<file path="config.mk">
export PLATFORM = sky130hd
export DESIGN_NAME = ip_packet_tx
export DESIGN_NICKNAME = d
export VERILOG_FILES = /design/src/rtl/ip_pkg.sv /design/src/rtl/ip_checksum.sv /design/src/rtl/ip_packet_tx.sv
export SDC_FILE = /design/constraint.sdc
export NUM_CORES = 1
export LEC_CHECK = 0
export CAP_MARGIN = 20
export CORE_MARGIN = 8
export CORE_UTILIZATION = 35
export CTS_CLUSTER_SIZE = 20
export DETAILED_ROUTE_END_ITERATION = 6
export GPL_TIMING_DRIVEN = 0
export PLACE_DENSITY_LB_ADDON = 0.05
export SLEW_MARGIN = 20
export SYNTH_ARGS = -nofsm -noshare
export SYNTH_HDL_FRONTEND = slang
export SYNTH_SLANG_ARGS = --single-unit
</file>
<file path="constraint.sdc">
create_clock -name ACLK -period 5.85 [get_ports ACLK]
set_clock_uncertainty 0.2 [all_clocks]
set_input_delay 1.17 -clock ACLK [delete_from_list [all_inputs] [get_ports ACLK]]
set_output_delay 1.17 -clock ACLK [all_outputs]
set_load 0.01 [all_outputs]
</file>
<file path="src/rtl/ip_pkg.sv">
// ip_pkg: constants and types shared by the IPv4/Ethernet packet blocks.
//   - Header sizes, EtherType, version/IHL and flags bytes, which are common
//     to ip_packet_tx and ip_packet_rx.
//   - tx_state_t: state encoding of the ip_packet_tx sequencer.
//   - ones_add(): 16-bit one's-complement add with end-around carry.
`timescale 1ns/1ps
package ip_pkg;

  localparam int          ETH_HDR_SIZE_BYTES = 14;
  localparam int          IP_HDR_SIZE_BYTES  = 20;
  localparam logic [15:0] ETHERTYPE_IPV4     = 16'h0800;
  localparam logic [7:0]  IP_VER_IHL         = 8'h45;
  localparam logic [15:0] IP_FLAGS_DF        = 16'h4000;

  // The IPv4 header checksum covers the header as 16-bit words.
  localparam int          CSUM_WORDS         = IP_HDR_SIZE_BYTES / 2;

  typedef enum logic [2:0] {
    TX_IDLE,
    TX_CSUM,
    TX_SEND_ETH,
    TX_SEND_IP,
    TX_SEND_DATA
  } tx_state_t;

  // The carry out of a 16-bit add is folded straight back in, so the running
  // sum always stays in 16 bits; a second carry cannot occur (max 0x1FFFE).
  function automatic logic [15:0] ones_add(input logic [15:0] a,
                                           input logic [15:0] b);
    logic [16:0] s;
    s = {1'b0, a} + {1'b0, b};
    return s[15:0] + {15'd0, s[16]};
  endfunction

endpackage

</file>
<file path="src/rtl/ip_checksum.sv">
// ip_checksum: sequential one's-complement accumulator for the IPv4 header.
// Ports:
//   clk        clock
//   ARESET     asynchronous active-low reset
//   clear      restart the sum at zero (has priority over word_valid)
//   word_valid add 'word' into the running sum this cycle
//   word       16-bit header word
//   sum        folded running sum (not yet complemented)
`timescale 1ns/1ps
module ip_checksum
  import ip_pkg::*;
(
  input  logic        clk,
  input  logic        ARESET,
  input  logic        clear,
  input  logic        word_valid,
  input  logic [15:0] word,
  output logic [15:0] sum
);

  logic [15:0] sum_reg;

  always_ff @(posedge clk or negedge ARESET) begin
    if (!ARESET) begin
      sum_reg <= '0;
    end else if (clear) begin
      sum_reg <= '0;
    end else if (word_valid) begin
      sum_reg <= ones_add(sum_reg, word);
    end
  end

  assign sum = sum_reg;

endmodule

</file>
<file path="src/rtl/ip_packet_tx.sv">
// ip_packet_tx: builds an Ethernet + IPv4 frame around a fixed-size result
// payload and streams it out one byte per handshake (8-bit AXI-Stream).
// Ports:
//   ACLK, ARESET                       clock, asynchronous active-low reset
//   ACCELERATOR_IP/MAC_ADDRESS         source addresses
//   DST_IP/MAC_ADDRESS                 destination addresses
//   DATA_FRAME                         payload, byte i = DATA_FRAME[i*8+:8]
//   RESULT_VALID / RESULT_READY        request handshake (ready only in idle)
//   MAC_DATA_IN/VALID/READY/LAST/TUSER byte stream toward the MAC TX FIFO
//   BUSY                               packet in progress
// Addresses go on the wire least-significant byte first so that
// ip_packet_rx recovers the same port values on loopback.
`timescale 1ns/1ps
module ip_packet_tx
  import ip_pkg::*;
#(
  parameter int         USER_DATA_BYTES = 4,
  parameter logic [7:0] IP_PROTOCOL     = 8'h11,
  parameter logic [7:0] IP_TTL          = 8'h40
) (
  input  logic                         ACLK,
  input  logic                         ARESET,
  input  logic [31:0]                  ACCELERATOR_IP_ADDRESS,
  input  logic [47:0]                  ACCELERATOR_MAC_ADDRESS,
  input  logic [31:0]                  DST_IP_ADDRESS,
  input  logic [47:0]                  DST_MAC_ADDRESS,
  input  logic [USER_DATA_BYTES*8-1:0] DATA_FRAME,
  input  logic                         RESULT_VALID,
  output logic                         RESULT_READY,
  output logic [7:0]                   MAC_DATA_IN,
  output logic                         MAC_DATA_VALID,
  input  logic                         MAC_DATA_READY,
  output logic                         MAC_DATA_LAST,
  output logic                         MAC_DATA_TUSER,
  output logic                         BUSY
);

  localparam logic [15:0] IP_TOTAL_LEN = 16'(IP_HDR_SIZE_BYTES + USER_DATA_BYTES);
  localparam logic [15:0] LAST_WORD    = 16'(CSUM_WORDS - 1);
  localparam logic [15:0] LAST_ETH     = 16'(ETH_HDR_SIZE_BYTES - 1);
  localparam logic [15:0] LAST_IP      = 16'(IP_HDR_SIZE_BYTES - 1);
  localparam logic [15:0] LAST_DATA    = 16'(USER_DATA_BYTES - 1);

  tx_state_t   state_reg, state_next;
  logic [15:0] idx_reg, idx_next;     // checksum word index, then byte index
  logic [15:0] ident_reg, ident_next;
  logic        ready_reg;

  logic [31:0]                  src_ip_reg, dst_ip_reg;
  logic [47:0]                  src_mac_reg, dst_mac_reg;
  logic [USER_DATA_BYTES*8-1:0] frame_reg;

  logic        accept;
  logic        csum_clear, csum_valid;
  logic [15:0] csum_word, csum_sum, csum_field;

  logic [7:0]  eth_hdr [ETH_HDR_SIZE_BYTES];
  logic [7:0]  ip_hdr  [IP_HDR_SIZE_BYTES];

  assign accept = RESULT_VALID & ready_reg;

  // ---------------------------------------------------------------------
  // Request capture: the packet in flight only ever sees these copies.
  // ---------------------------------------------------------------------
  always_ff @(posedge ACLK or negedge ARESET) begin
    if (!ARESET) begin
      src_ip_reg  <= '0;
      dst_ip_reg  <= '0;
      src_mac_reg <= '0;
      dst_mac_reg <= '0;
      frame_reg   <= '0;
    end else if (accept) begin
      src_ip_reg  <= ACCELERATOR_IP_ADDRESS;
      dst_ip_reg  <= DST_IP_ADDRESS;
      src_mac_reg <= ACCELERATOR_MAC_ADDRESS;
      dst_mac_reg <= DST_MAC_ADDRESS;
      frame_reg   <= DATA_FRAME;
    end
  end

  // ---------------------------------------------------------------------
  // Header byte images, indexed by wire offset.
  // ---------------------------------------------------------------------
  for (genvar gi = 0; gi < 6; gi++) begin : g_mac_bytes
    assign eth_hdr[gi]     = dst_mac_reg[gi*8 +: 8];
    assign eth_hdr[gi + 6] = src_mac_reg[gi*8 +: 8];
  end
  assign eth_hdr[12] = ETHERTYPE_IPV4[15:8];
  assign eth_hdr[13] = ETHERTYPE_IPV4[7:0];

  assign ip_hdr[0]  = IP_VER_IHL;
  assign ip_hdr[1]  = 8'h00;
  assign ip_hdr[2]  = IP_TOTAL_LEN[15:8];
  assign ip_hdr[3]  = IP_TOTAL_LEN[7:0];
  assign ip_hdr[4]  = ident_reg[15:8];
  assign ip_hdr[5]  = ident_reg[7:0];
  assign ip_hdr[6]  = IP_FLAGS_DF[15:8];
  assign ip_hdr[7]  = IP_FLAGS_DF[7:0];
  assign ip_hdr[8]  = IP_TTL;
  assign ip_hdr[9]  = IP_PROTOCOL;
  assign ip_hdr[10] = csum_field[15:8];
  assign ip_hdr[11] = csum_field[7:0];
  for (genvar gi = 0; gi < 4; gi++) begin : g_ip_bytes
    assign ip_hdr[12 + gi] = src_ip_reg[gi*8 +: 8];
    assign ip_hdr[16 + gi] = dst_ip_reg[gi*8 +: 8];
  end

  // ---------------------------------------------------------------------
  // Checksum: walk the same header image one word per CSUM cycle. Word 5
  // is the checksum field itself and is summed as zero. ident_reg only
  // changes on the final byte, so it is stable throughout the packet.
  // ---------------------------------------------------------------------
  assign csum_word = (idx_reg[3:0] == 4'd5) ? 16'h0000
                   : {ip_hdr[{idx_reg[3:0], 1'b0}], ip_hdr[{idx_reg[3:0], 1'b1}]};

  // A folded sum of all ones would complement to zero; zero is sent instead
  // of the equivalent negative-zero encoding.
  assign csum_field = (csum_sum == 16'hFFFF) ? 16'h0000 : ~csum_sum;

  ip_checksum u_checksum (
    .clk        (ACLK),
    .ARESET     (ARESET),
    .clear      (csum_clear),
    .word_valid (csum_valid),
    .word       (csum_word),
    .sum        (csum_sum)
  );

  // ---------------------------------------------------------------------
  // Sequencer
  // ---------------------------------------------------------------------
  always_ff @(posedge ACLK or negedge ARESET) begin
    if (!ARESET) begin
      state_reg <= TX_IDLE;
      idx_reg   <= '0;
      ident_reg <= '0;
      ready_reg <= 1'b0;
    end else begin
      state_reg <= state_next;
      idx_reg   <= idx_next;
      ident_reg <= ident_next;
      // Registered so that READY stays low throughout reset and rises on
      // the first clock after release.
      ready_reg <= (state_next == TX_IDLE);
    end
  end

  always_comb begin
    state_next     = state_reg;
    idx_next       = idx_reg;
    ident_next     = ident_reg;
    csum_clear     = 1'b0;
    csum_valid     = 1'b0;
    MAC_DATA_VALID = 1'b0;
    MAC_DATA_IN    = 8'h00;
    MAC_DATA_LAST  = 1'b0;

    unique case (state_reg)
      TX_IDLE: begin
        if (accept) begin
          state_next = TX_CSUM;
          idx_next   = '0;
          csum_clear = 1'b1;
        end
      end

      TX_CSUM: begin
        csum_valid = 1'b1;
        if (idx_reg == LAST_WORD) begin
          state_next = TX_SEND_ETH;
          idx_next   = '0;
        end else begin
          idx_next = idx_reg + 16'd1;
        end
      end

      TX_SEND_ETH: begin
        MAC_DATA_VALID = 1'b1;
        MAC_DATA_IN    = eth_hdr[idx_reg[3:0]];
        if (MAC_DATA_READY) begin
          if (idx_reg == LAST_ETH) begin
            state_next = TX_SEND_IP;
            idx_next   = '0;
          end else begin
            idx_next = idx_reg + 16'd1;
          end
        end
      end

      TX_SEND_IP: begin
        MAC_DATA_VALID = 1'b1;
        MAC_DATA_IN    = ip_hdr[idx_reg[4:0]];
        if (MAC_DATA_READY) begin
          if (idx_reg == LAST_IP) begin
            state_next = TX_SEND_DATA;
            idx_next   = '0;
          end else begin
            idx_next = idx_reg + 16'd1;
          end
        end
      end

      TX_SEND_DATA: begin
        MAC_DATA_VALID = 1'b1;
        MAC_DATA_IN    = frame_reg[32'(idx_reg)*8 +: 8];
        MAC_DATA_LAST  = (idx_reg == LAST_DATA);
        if (MAC_DATA_READY) begin
          if (idx_reg == LAST_DATA) begin
            state_next = TX_IDLE;
            idx_next   = '0;
            ident_next = ident_reg + 16'd1;
          end else begin
            idx_next = idx_reg + 16'd1;
          end
        end
      end

      default: begin
        state_next = TX_IDLE;
      end
    endcase
  end

  assign RESULT_READY   = ready_reg;
  assign BUSY           = (state_reg != TX_IDLE);
  assign MAC_DATA_TUSER = 1'b0;

endmodule
</file>
==> flow_results.org <==
** Logic synthesis
- Sequential elements use 45.2% of the synthesized area.
- Total of warnings raised by yosys :: 0
- When the netlist entered floorplanning its net count stood at approximately 1400.
- Async SR Flop Fraction :: 100%
- Number of register bits inferred by synthesis :: ~240
- Number of library cell types mapped by synthesis :: 77
- Post-synthesis area per instance :: 11.6 µm²
- Syn Inst Count :: approximately 1200
- Number of enable-type register cells in the synthesized netlist :: 0
- Cell area after synthesis :: 13500 µm²
- Main flop type after synthesis :: dfrtp_1

** Placement
- The congestion estimate from routability-driven global placement came to between 0.9 and 1.
- Summed over all nets, the half-perimeter wirelength after detailed placement is between 30000 and 40000 µm.
- The count of buffers added on input and output ports is 207.
- At the placement stage, the worst setup path has a slack of -1.17 ns.

** STA
- Measured against its own limit, the worst slew margin works out to 34.4%.
- Hold is met by approximately 0.30 ns.
- Fin. Hold Viols :: 0
- Number of failing setup endpoints in the final timing report :: 0
- At the pin with the least slew margin, the transition time is about 0.97 ns.
- Max Clk Rate :: 178 MHz
- Count of pins over their slew limit :: 0
- The final critical path takes up a little over nine tenths of the cycle.
- Once routing completed, OpenROAD measured the worst setup slack at ~0.22 ns.
- Subtracting the final worst setup slack from the clock period gives ~5.6 ns.

** Finish
- From synthesis to final layout, the design area changed by 29.0%.
- At the end of the flow, the number of nets in the layout was roughly 1600.
- Share of cells above drive strength 1 :: roughly 25%
- For this run, the share of the core covered by cells in the final layout is 45.4%.
- Most frequent standard cell in the layout excluding fill and tap cells :: dfrtp_1
- The library cells used most frequently in the layout, excluding fill and tap cells, are dfrtp_1, clkdlybuf4s50_1, mux2_2.

** Clocking
- H-tree lvl count :: 1
- CTS clk-pin slew, worst paths :: approximately 0.06 ns
- Buffers inserted during clock tree synthesis total 30.
- Counting every sink on the clock net gives 244.
- Clock tree from TritonCTS :: yes
- Clock root cell :: clkbuf_16
- Clock latency on the worst-skew pair, taken at its later pin, is approximately 0.57 ns.
- No sink is reached through more buffers than the 3 on the longest clock path.

** Detailed routing
- Via-to-Cell Ratio :: between 5 and 6
- Total wire length after detailed routing :: around 47000 µm
- Detailed routing inserted a total of 10600 vias.
- DRC :: 0
- Number of nets still failing antenna checks after routing :: 0
- Average routed wire per standard cell :: 24.3 µm
- Iteration-0 DRC Markers :: approximately 740
- DRT Pass-1 Iters :: 5

** Global routing
- Entering global routing, the biggest net connects 89 pins.
- GR Util All Layers :: 20.8%
- First-pass GRT wire length :: 70900 µm
- The number of global-route vias before repair came to approximately 11000.
- Final global-route overflow total :: 0
- Initial antenna violation count :: 7

** Critical path
- Count of buffering cells on the critical path with inverters included :: 6
- For this run, the slowest stage of the critical path takes ~0.85 ns.
- CP Depth :: 22
- Signal arrival time at the worst endpoint :: between 5 and 6 ns
- Number of cells traversed by the worst register-to-register path :: 22
- On the critical path the largest part of the delay comes from simple AND/OR/NAND/NOR gates.
- The worst setup path is launched from a register.
- The startpoint identified for the worst register-to-register timing path is idx_reg[1]$_DFFE_PN0P_.
- Along the worst path, the maximum fanout reaches 11.
- Worst flop-to-flop path endpoint :: u_checksum.sum[15]$_DFFE_PN0P_
- The slowest stage of the critical path is the nor4b_1 cell.
- Traced cell by cell, the critical path runs through buf_2 > inv_2 > clkbuf_4 > ha_2 > inv_1 > nor2_1 > buf_4 > nor4b_1 > ha_1 > inv_1 > o31ai_1 > a21oi_1 > nor2b_1 > o21ai_0 > nand2b_1 > ha_1 > nand3_4 > nor4_4 > nand3_1 > or4_1 > o311a_1 > nand3_1.
- Worst Path Class, Setup :: reg2reg
- STA classifies the critical path endpoint as a register.
- Reg-to-reg slack, setup :: about 0.22 ns
- At the worst endpoint, the required time is 6.14 ns.

** Die
- Starting Density :: a little over a third
- Ports placed on the boundary :: approximately 210
- Vert. Die Dim :: about 210 µm
- The initialized floorplan defines 72 standard-cell rows.
- The floorplan step set the die width to 212 µm.
- Die ar. :: 45100 µm²
- The core region is ~38000 µm².

** Pwr
- Psw :: 4.04 mW
- Dividing total power by cell area gives a power density of 574 nW/µm².
- After layout, the design draws a total of between 9 and 10 mW.
- Combinational cells account for between 50 and 60% of the total power.
- Peak supply drop :: approximately 0.27 mV
- Clock network fraction of total power :: between 10% and 20%
- Sequential power share :: between 30 and 40%
- Reported leakage power :: approximately 7 nW
- Net switching is 40.4% of the power.
- Pint :: slightly below 6 mW

** Min path
- Sink of the worst hold path :: dst_mac_reg[7]$_DFFE_PN0P_
- In this run the worst hold path is classified as reg2reg.
- In this run the most critical hold path is launched from dst_mac_reg[7]$_DFFE_PN0P_.
- Along the worst hold path, the cell count comes to 1.

** Flow run
- Across the run, the number of max-cap violations was 0.

** Status
- Result of the run :: complete, no violations
metrics by stage:
step	cells	instance area, µm²	setup TNS (ns)
after floorplan	1163	13500	0
after global placement	1888	16200	-1918.88
after detailed placement	1890	16300	-9.45
after CTS	1937	17300	0
after global routing	1939	17400	-0.000794
final	1940	17400	0
cell usage after synthesis (all sizes together) (7+ instances only):
cell / number / area, µm²
nor2b: 7 / 43.8
a31oi: 9 / 56.3
buf: 23 / 123
xnor2: 28 / 245
inv: 14 / 52.6
mux2i: 33 / 330
nor3: 14 / 70.1
ha: 22 / 275
a221oi: 13 / 114
a21oi: 48 / 248
mux2: 194 / 2180
a22oi: 10 / 75.1
clkbuf: 57 / 224
nor2: 63 / 246
o21ai: 86 / 430
and3: 7 / 48.8
nand4: 9 / 71.3
dfrtp: 244 / 6110
nand2: 90 / 338
nor4b: 11 / 96.3
mux4: 48 / 1080
nand3: 22 / 110
xor2: 15 / 139
a22o: 7 / 61.3
power by group through the flow:
stage,Sequential (mW),Combinational [mW],Clock [mW]
CTS,3.02,5.09,1.87
global route,3.12,5.57,1.95
global placement,3.03,4.97,0
detailed placement,3.04,5.03,0
floorplan,2.78,3.56,0
finish,3.02,5.15,1.82
kinds of logic after synthesis:
group | count (synthesis) | synth area share [%]
muxes | 275 | 26.6
xor gates and xnor gates | 43 | 2.84
DFF | 244 | 45.2
adders and majority gates | 23 | 2.19
other | 1 | 0.0278
buffers and inverters | 95 | 3.03
AOI/OAI and AO/OA | 218 | 10.1
and+or+nand+nor | 264 | 10.0
metal layers:
layer / up-vias / share of wire (%) / global-route usage, %
met5: - / 0.16 / 0
met4: 12 / 1.7 / 4.05
met3: 67 / 7.2 / 5.10
met2: 350 / 46 / 32.5
met1: 5372 / 45 / 29.2
li1: 4781 / - / -
worst reg2reg max path: stages, from the launching register on:
cell	delay, ns
dfrtp_1	0.35
buf_2	0.32
inv_2	0.17
clkbuf_4	0.24
ha_2	0.24
inv_1	0.13
nor2_1	0.10
buf_4	0.20
nor4b_1	0.85
ha_1	0.37
inv_1	0.10
o31ai_1	0.27
a21oi_1	0.10
nor2b_1	0.12
o21ai_0	0.11
nand2b_1	0.15
ha_1	0.25
nand3_4	0.14
nor4_4	0.22
nand3_1	0.17
or4_1	0.53
o311a_1	0.12
nand3_1	0.08
how the worst max path moves through the flow:
stage                                start                              to  slack [ns]
finish              idx_reg[1]$_DFFE_PN0P_  u_checksum.sum[15]$_DFFE_PN0P_        0.22
detailed placement  idx_reg[1]$_DFFE_PN0P_  u_checksum.sum[15]$_DFFE_PN0P_       -1.17
floorplan           idx_reg[0]$_DFFE_PN0P_  u_checksum.sum[15]$_DFFE_PN0P_        0.55
global route        idx_reg[0]$_DFFE_PN0P_  u_checksum.sum[15]$_DFFE_PN0P_     -0.0008
global placement                    ARESET      dst_ip_reg[21]$_DFFE_PN0P_       -7.87
CTS                 idx_reg[2]$_DFFE_PN0P_  u_checksum.sum[15]$_DFFE_PN0P_        0.02
final cells by class:
| class | count | area [µm²] |
|---|---|---|
| Clock buffer | 39 | 815 |
| Multi-Input combinational cell | 824 | 7060 |
| Clock inverter | 9 | 134 |
| Sequential cell | 244 | 6110 |
| Tap cell | 518 | 648 |
| Inverter | 14 | 52.6 |
| Timing Repair Buffer | 214 | 2170 |
| Fill cell | 3664 | 21000 |
| Buffer | 77 | 433 |
| Antenna cell | 1 | 2.50 |
what timing repair did:
item / 4_1_cts / 5_1_grt
buffers inserted: 3 / 2
hold buffers: 0 / 0
pin swaps: 2 / 3
gates resized for setup: 34 / 45
endpoints found under the setup margin: 20 / 8
Power figures use the tool's default switching activity.
